[src/rtl/bf_ctrl.sv]
// Brainfuck CPU sequencer: fetches opcodes, moves the data pointer, drives the
// external ALU for cell read-modify-write, matches brackets by depth-counted scans.
module bf_ctrl #(
    parameter int PC_W    = 10,
    parameter int DP_W    = 8,
    parameter int DEPTH_W = 6
) (
    input  logic            clk,
    input  logic            rst,
    input  logic            start,
    output logic            busy,
    output logic            done,
    output logic            error,
    output logic [PC_W-1:0] imem_addr,
    input  logic [7:0]      imem_rdata,
    output logic [DP_W-1:0] dmem_addr,
    input  logic [7:0]      dmem_rdata,
    output logic            dmem_we,
    output logic [7:0]      dmem_wdata,
    output logic [7:0]      alu_a,
    output logic            alu_nochange,
    output logic            alu_decrement,
    output logic            alu_increment,
    input  logic [7:0]      alu_out,
    output logic            out_valid,
    input  logic            out_ready,
    output logic [7:0]      out_data,
    input  logic            in_valid,
    output logic            in_ready,
    input  logic [7:0]      in_data
);

    typedef enum logic [2:0] {
        S_IDLE, S_RUN, S_SCAN_F, S_SCAN_B, S_OUT, S_IN, S_HALT
    } state_t;

    localparam logic [7:0] OP_INC   = 8'h2B;
    localparam logic [7:0] OP_DEC   = 8'h2D;
    localparam logic [7:0] OP_RIGHT = 8'h3E;
    localparam logic [7:0] OP_LEFT  = 8'h3C;
    localparam logic [7:0] OP_OPEN  = 8'h5B;
    localparam logic [7:0] OP_CLOSE = 8'h5D;
    localparam logic [7:0] OP_OUT   = 8'h2E;
    localparam logic [7:0] OP_IN    = 8'h2C;
    localparam logic [7:0] OP_HALT  = 8'h00;

    localparam logic [PC_W-1:0]    PC_ONE    = PC_W'(1);
    localparam logic [PC_W-1:0]    PC_LAST   = '1;
    localparam logic [DP_W-1:0]    DP_ONE    = DP_W'(1);
    localparam logic [DEPTH_W-1:0] DEPTH_ONE = DEPTH_W'(1);
    localparam logic [DEPTH_W-1:0] DEPTH_MAX = '1;

    state_t             state_q, state_d;
    logic [PC_W-1:0]    pc_q, pc_d;
    logic [DP_W-1:0]    dp_q, dp_d;
    logic [DEPTH_W-1:0] depth_q, depth_d;
    logic               err_q, err_d;

    always_ff @(posedge clk or posedge rst) begin
        if (rst) begin
            state_q <= S_IDLE;
            pc_q    <= '0;
            dp_q    <= '0;
            depth_q <= '0;
            err_q   <= 1'b0;
        end else begin
            state_q <= state_d;
            pc_q    <= pc_d;
            dp_q    <= dp_d;
            depth_q <= depth_d;
            err_q   <= err_d;
        end
    end

    always_comb begin
        state_d       = state_q;
        pc_d          = pc_q;
        dp_d          = dp_q;
        depth_d       = depth_q;
        err_d         = err_q;
        dmem_we       = 1'b0;
        dmem_wdata    = alu_out;
        alu_nochange  = 1'b1;
        alu_decrement = 1'b0;
        alu_increment = 1'b0;
        out_valid     = 1'b0;
        in_ready      = 1'b0;
        unique case (state_q)
            S_IDLE, S_HALT: begin
                if (start) begin
                    pc_d    = '0;
                    dp_d    = '0;
                    depth_d = '0;
                    err_d   = 1'b0;
                    state_d = S_RUN;
                end
            end
            S_RUN: begin
                case (imem_rdata)
                    OP_INC: begin
                        alu_nochange  = 1'b0;
                        alu_increment = 1'b1;
                        dmem_we       = 1'b1;
                        pc_d          = pc_q + PC_ONE;
                    end
                    OP_DEC: begin
                        alu_nochange  = 1'b0;
                        alu_decrement = 1'b1;
                        dmem_we       = 1'b1;
                        pc_d          = pc_q + PC_ONE;
                    end
                    OP_RIGHT: begin
                        dp_d = dp_q + DP_ONE;
                        pc_d = pc_q + PC_ONE;
                    end
                    OP_LEFT: begin
                        dp_d = dp_q - DP_ONE;
                        pc_d = pc_q + PC_ONE;
                    end
                    OP_OPEN: begin
                        pc_d = pc_q + PC_ONE;
                        if (dmem_rdata == 8'h00) begin
                            depth_d = DEPTH_ONE;
                            state_d = S_SCAN_F;
                        end
                    end
                    OP_CLOSE: begin
                        if (dmem_rdata != 8'h00) begin
                            depth_d = DEPTH_ONE;
                            pc_d    = pc_q - PC_ONE;
                            state_d = S_SCAN_B;
                        end else begin
                            pc_d = pc_q + PC_ONE;
                        end
                    end
                    OP_OUT:  state_d = S_OUT;
                    OP_IN:   state_d = S_IN;
                    OP_HALT: state_d = S_HALT;
                    default: pc_d = pc_q + PC_ONE;
                endcase
            end
            // A match on the last/first address still wins over the end-of-memory error.
            S_SCAN_F: begin
                if (imem_rdata == OP_CLOSE && depth_q == DEPTH_ONE) begin
                    pc_d    = pc_q + PC_ONE;
                    state_d = S_RUN;
                end else if ((imem_rdata == OP_OPEN && depth_q == DEPTH_MAX) || pc_q == PC_LAST) begin
                    err_d   = 1'b1;
                    state_d = S_HALT;
                end else begin
                    pc_d = pc_q + PC_ONE;
                    if (imem_rdata == OP_OPEN)       depth_d = depth_q + DEPTH_ONE;
                    else if (imem_rdata == OP_CLOSE) depth_d = depth_q - DEPTH_ONE;
                end
            end
            S_SCAN_B: begin
                if (imem_rdata == OP_OPEN && depth_q == DEPTH_ONE) begin
                    pc_d    = pc_q + PC_ONE;
                    state_d = S_RUN;
                end else if ((imem_rdata == OP_CLOSE && depth_q == DEPTH_MAX) || pc_q == '0) begin
                    err_d   = 1'b1;
                    state_d = S_HALT;
                end else begin
                    pc_d = pc_q - PC_ONE;
                    if (imem_rdata == OP_CLOSE)     depth_d = depth_q + DEPTH_ONE;
                    else if (imem_rdata == OP_OPEN) depth_d = depth_q - DEPTH_ONE;
                end
            end
            S_OUT: begin
                out_valid = 1'b1;
                if (out_ready) begin
                    pc_d    = pc_q + PC_ONE;
                    state_d = S_RUN;
                end
            end
            S_IN: begin
                in_ready = 1'b1;
                if (in_valid) begin
                    dmem_we    = 1'b1;
                    dmem_wdata = in_data;
                    pc_d       = pc_q + PC_ONE;
                    state_d    = S_RUN;
                end
            end
            default: state_d = S_IDLE;
        endcase
    end

    assign imem_addr = pc_q;
    assign dmem_addr = dp_q;
    assign alu_a     = dmem_rdata;
    assign out_data  = dmem_rdata;
    assign busy      = (state_q != S_IDLE) && (state_q != S_HALT);
    assign done      = (state_q == S_HALT);
    assign error     = err_q;

endmodule

[config.mk]
export PLATFORM = sky130hd
export DESIGN_NAME = bf_ctrl
export DESIGN_NICKNAME = d
export VERILOG_FILES = /design/src/rtl/bf_ctrl.sv
export SDC_FILE = /design/constraint.sdc
export NUM_CORES = 1
export LEC_CHECK = 0
export CORE_ASPECT_RATIO = 0.6
export CORE_MARGIN = 3
export CORE_UTILIZATION = 49
export DETAILED_ROUTE_END_ITERATION = 7
export HOLD_SLACK_MARGIN = 0.05
export PLACE_DENSITY = 0.87
export REMOVE_ABC_BUFFERS = 1
export SLEW_MARGIN = 10
export SYNTH_ARGS = -nofsm -noshare
export SYNTH_HDL_FRONTEND = slang
export SYNTH_SLANG_ARGS = --single-unit
[constraint.sdc]
create_clock -name clk -period 3 [get_ports clk]
set_clock_uncertainty 0.05 [all_clocks]
set_input_delay 0.45 -clock clk [delete_from_list [all_inputs] [get_ports clk]]
set_output_delay 0.45 -clock clk [all_outputs]
set_load 0.005 [all_outputs]
==> reports/qor.csv <==
stage;metric;value;unit
yosys;sequential cell area fraction in the yosys report;0.231;
clock_tree;clock transition at the registers of the reported paths;110;ps
clock_tree;number of buffers created by CTS;3;
yosys;Unique masters post-synth;78;
floorplan;die extent in x;107;µm
clock_tree;CTS tree;done;
critical_path;RR Startpoint;imem_addr[3]$_DFFE_PP0P_;
floorplan;Initial Util;0.524;
yosys;synthesis-stage register bit count;28;
yosys;Syn Area/Cell;7.91;µm²
sta;final slew viol count;0;
sta;RSZ-0062 raised after global routing;no;
flow_run;Max-cap violations;0;
finish;area added between synthesis and finish;40.5;%
critical_path;largest fanout on the critical path;8;
pwr;Switch Pwr;1500;µW
grt;largest net degree at the start of global routing;29;
yosys;async set-reset flop share out of synthesis;1.00;
critical_path;Worst R2R Setup Slack;260;ps
drt;first drt pass iteration count;5;
pwr;net switching share of the total power;0.471;
drt;post-detailed-route via-to-cell ratio;6.47;
outcome;result of the run;completed;
critical_path;required time worst endpoint;2500;ps
grt;first-pass GRT wire length;16700;µm
clock_tree;buffers from clock root to sink, at most;2;
sta;Peak Freq;340;MHz
grt;overall track demand over capacity in global routing;0.288;
finish;# fillers;444;
pwr;combinational cell fraction of total power;0.650;
floorplan;DIE HEIGHT;66.9;µm
drt;Via Count;3666;
floorplan;die footprint;0.00719;mm²
sta;max_slew headroom;0.551;
worst_hold_path;worst hold-check path type;in2async;
clock_tree;number of levels the H-tree was split into;1;
finish;proportion of layout cells with a drive suffix above 1;0.187;
drt;number of nets still failing antenna checks after routing;0;
placed_design;Cell Area, Placed;0.00415;mm²
placed_design;Post-Place Worst Slack;-267;ps
sta;portion of the clock cycle consumed by the worst path in the final layout;0.980;
clock_tree;hold-fix buffer count after cts;0;
sta;summed negative setup slack over all endpoints;0;ps
yosys;top cell type by total area after synthesis;sky130_fd_sc_hd__dfrtp_1;
pwr;cell area power density;749;mW/mm²
pwr;maximum ir drop on the vdd rail;0.000569;V
yosys;Post-Syn Area;0.00303;mm²
sta;number of hold violations in the final report;0;
sta;# setup viols final;0;
drt;detailed-route DRC error count;0;
floorplan;core area;0.00578;mm²
pwr;internal cell power;1690;µW
drt;post-DR wirelength/cell;18.2;µm
grt;vias in the first global route;3427;
yosys;number of synthesis warnings;0;
floorplan;Cell Rows;21;
grt;number of antenna violations at the first check in global routing;0;
critical_path;r2r worst-path depth;6;
clock_tree;cell at the root of the clock tree;sky130_fd_sc_hd__clkbuf_8;
critical_path;Setup Crit Path Kind;in2out;
sta;slew at the pin with the worst max-slew slack;667;ps
finish;post-layout instance count excluding filler cells;567;
pwr;leakage;0.00174;µW
yosys;number of enable flip-flop cells after synthesis;0;
yosys;cell types with the largest area share after synthesis;sky130_fd_sc_hd__dfrtp_1, sky130_fd_sc_hd__buf_4, sky130_fd_sc_hd__ha_1;
drt;wire length reported by the detailed router;10300;µm
critical_path;Worst EP arrival;2440;ps
placed_design;Detail Placement HPWL;7940;µm
yosys;most frequently used cell type in the post-synthesis netlist;sky130_fd_sc_hd__nand2_1;
critical_path;type of origin of the critical path;input port;
critical_path;critical register-to-register path endpoint;imem_addr[9]$_DFFE_PP0P_;
grt;Congestion Overflow GR;0;
clock_tree;insertion delay of the later-clocked pin in the worst-skew pair;290;ps
placed_design;count of input and output buffers;87;
clock_tree;Clock Sink Count;28;
floorplan;I/O pin count;88;
sta;Worst Setup Slack, final;60.3;ps
drt;drt initial violations;452;
critical_path;endpoint of the most critical setup path;dmem_we;
placed_design;count of placed standard cells including taps;561;
pwr;relative contribution of sequential cells to total power;0.250;
pwr;portion of total power attributed to the clock network;0.100;
finish;final-stage net count;534;
pwr;overall power;3190;µW
finish;Ant. Diodes;0;
placed_design;final RePlAce weighted congestion;0.988;
finish;cell area after layout;0.00426;mm²
yosys;Syn Inst Count;383;
critical_path;Worst Setup SP;imem_rdata[2];
yosys;top cells by instance count after synthesis;sky130_fd_sc_hd__nand2_1, sky130_fd_sc_hd__dfrtp_1, sky130_fd_sc_hd__nor2_1;
critical_path;endpoint class of the critical path;primary output;
yosys;top cell type's share of synthesized area;0.231;
sta;final period demand of the worst path;2940;ps
yosys;Synth Flop Type;sky130_fd_sc_hd__dfrtp_1;
## critical path, cell delays in order
cell,delay (ps)
sky130_fd_sc_hd__clkdlybuf4s50_1,450
sky130_fd_sc_hd__buf_4,190
sky130_fd_sc_hd__nand2b_1,230
sky130_fd_sc_hd__a21oi_1,270
sky130_fd_sc_hd__buf_4,170
sky130_fd_sc_hd__nand2_1,60
sky130_fd_sc_hd__nand2_1,80
sky130_fd_sc_hd__clkdlybuf4s50_1,550
## registers in the layout, summed over array words and instances (netlist names)
signal,cells
error,1
state_q,3
depth_q,6
dmem_addr,8
imem_addr,10
## cells in the final DEF, fill, tap and decap left out, drive strengths merged, types with 4 or more instances in the layout
cell type      instances
dfrtp                 28
o31ai                 12
nand2b                 6
nor4                   5
nor3b                  7
a221oi                 6
and3                   4
buf                   53
a21o                   5
a21oi                 19
ha                     9
or2                    5
o21ai                 23
nand2                 30
a211oi                 5
nand3                 12
inv                   19
or3                    8
nor2                  28
mux2                  11
clkdlybuf4s50         87
a22oi                  9
or4                    6
nor3                  16
o41ai                  4
o32ai                  5
## power by group through the flow
| stage | clock [µW] | sequential (µW) | combinational (µW) |
|---|---|---|---|
| floorplan | 0 | 753 | 1130 |
| global placement | 0 | 769 | 1940 |
| detailed placement | 0 | 783 | 2000 |
| CTS | 320 | 776 | 2020 |
| global route | 335 | 817 | 2260 |
| finish | 318 | 796 | 2070 |
## worst min-delay path by stage
stage | startpoint | end | slack [ps] | cells after the start
6_report | rst | imem_addr[0]$_DFFE_PP0P_ | 480 | 3
5_1_grt | rst | imem_addr[2]$_DFFE_PP0P_ | 520 | 3
4_1_cts | rst | imem_addr[0]$_DFFE_PP0P_ | 490 | 3
3_5_place_dp | error$_DFFE_PP0P_ | error$_DFFE_PP0P_ | 470 | 2
3_3_place_gp | error$_DFFE_PP0P_ | error$_DFFE_PP0P_ | 460 | 2
2_1_floorplan | error$_DFFE_PP0P_ | error$_DFFE_PP0P_ | 440 | 2
## stage by stage
stage,util,hold WS [ps]
3_3_place_gp,0.717,458
3_5_place_dp,0.717,465
4_1_cts,0.729,492
5_1_grt,0.736,524
6_report,0.736,479
2_1_floorplan,-,436
## repair_timing
item	4_1_cts	5_1_grt
resized for setup	0	7
setup endpoints to repair	0	20
buffers inserted	0	2
## logic make-up after synthesis
kind of cell             synth area share
adder cells (fa/ha/maj)            0.0405
AND/OR/NAND/NOR                     0.258
AO/OA/AOI/OAI                       0.299
multiplexers                       0.0521
flip-flops                          0.231
buffers and inverters               0.102
XOR/XNOR                           0.0174
## layout make-up
cell class	count	area, µm²	area share
clock buffers	3	41.3	0.00970
clock inverters	1	30.0	0.00706
inverters	19	71.3	0.0168
multi-input cells	296	2040	0.479
flip-flops and latches	28	702	0.165
well taps	80	100	0.0235
repair buffers	140	1270	0.299
## layer usage
| layer | vias up | global-route usage | routed length, µm |
|---|---|---|---|
| li1 | 1659 | - | - |
| met1 | 1709 | 0.398 | 4380 |
| met2 | 285 | 0.454 | 4420 |
| met3 | 13 | 0.0755 | 1470 |
| met4 | 0 | 0.0567 | 70 |
| met5 | - | 0 | 0 |
Note: power is estimated with default switching activity, not from simulation.
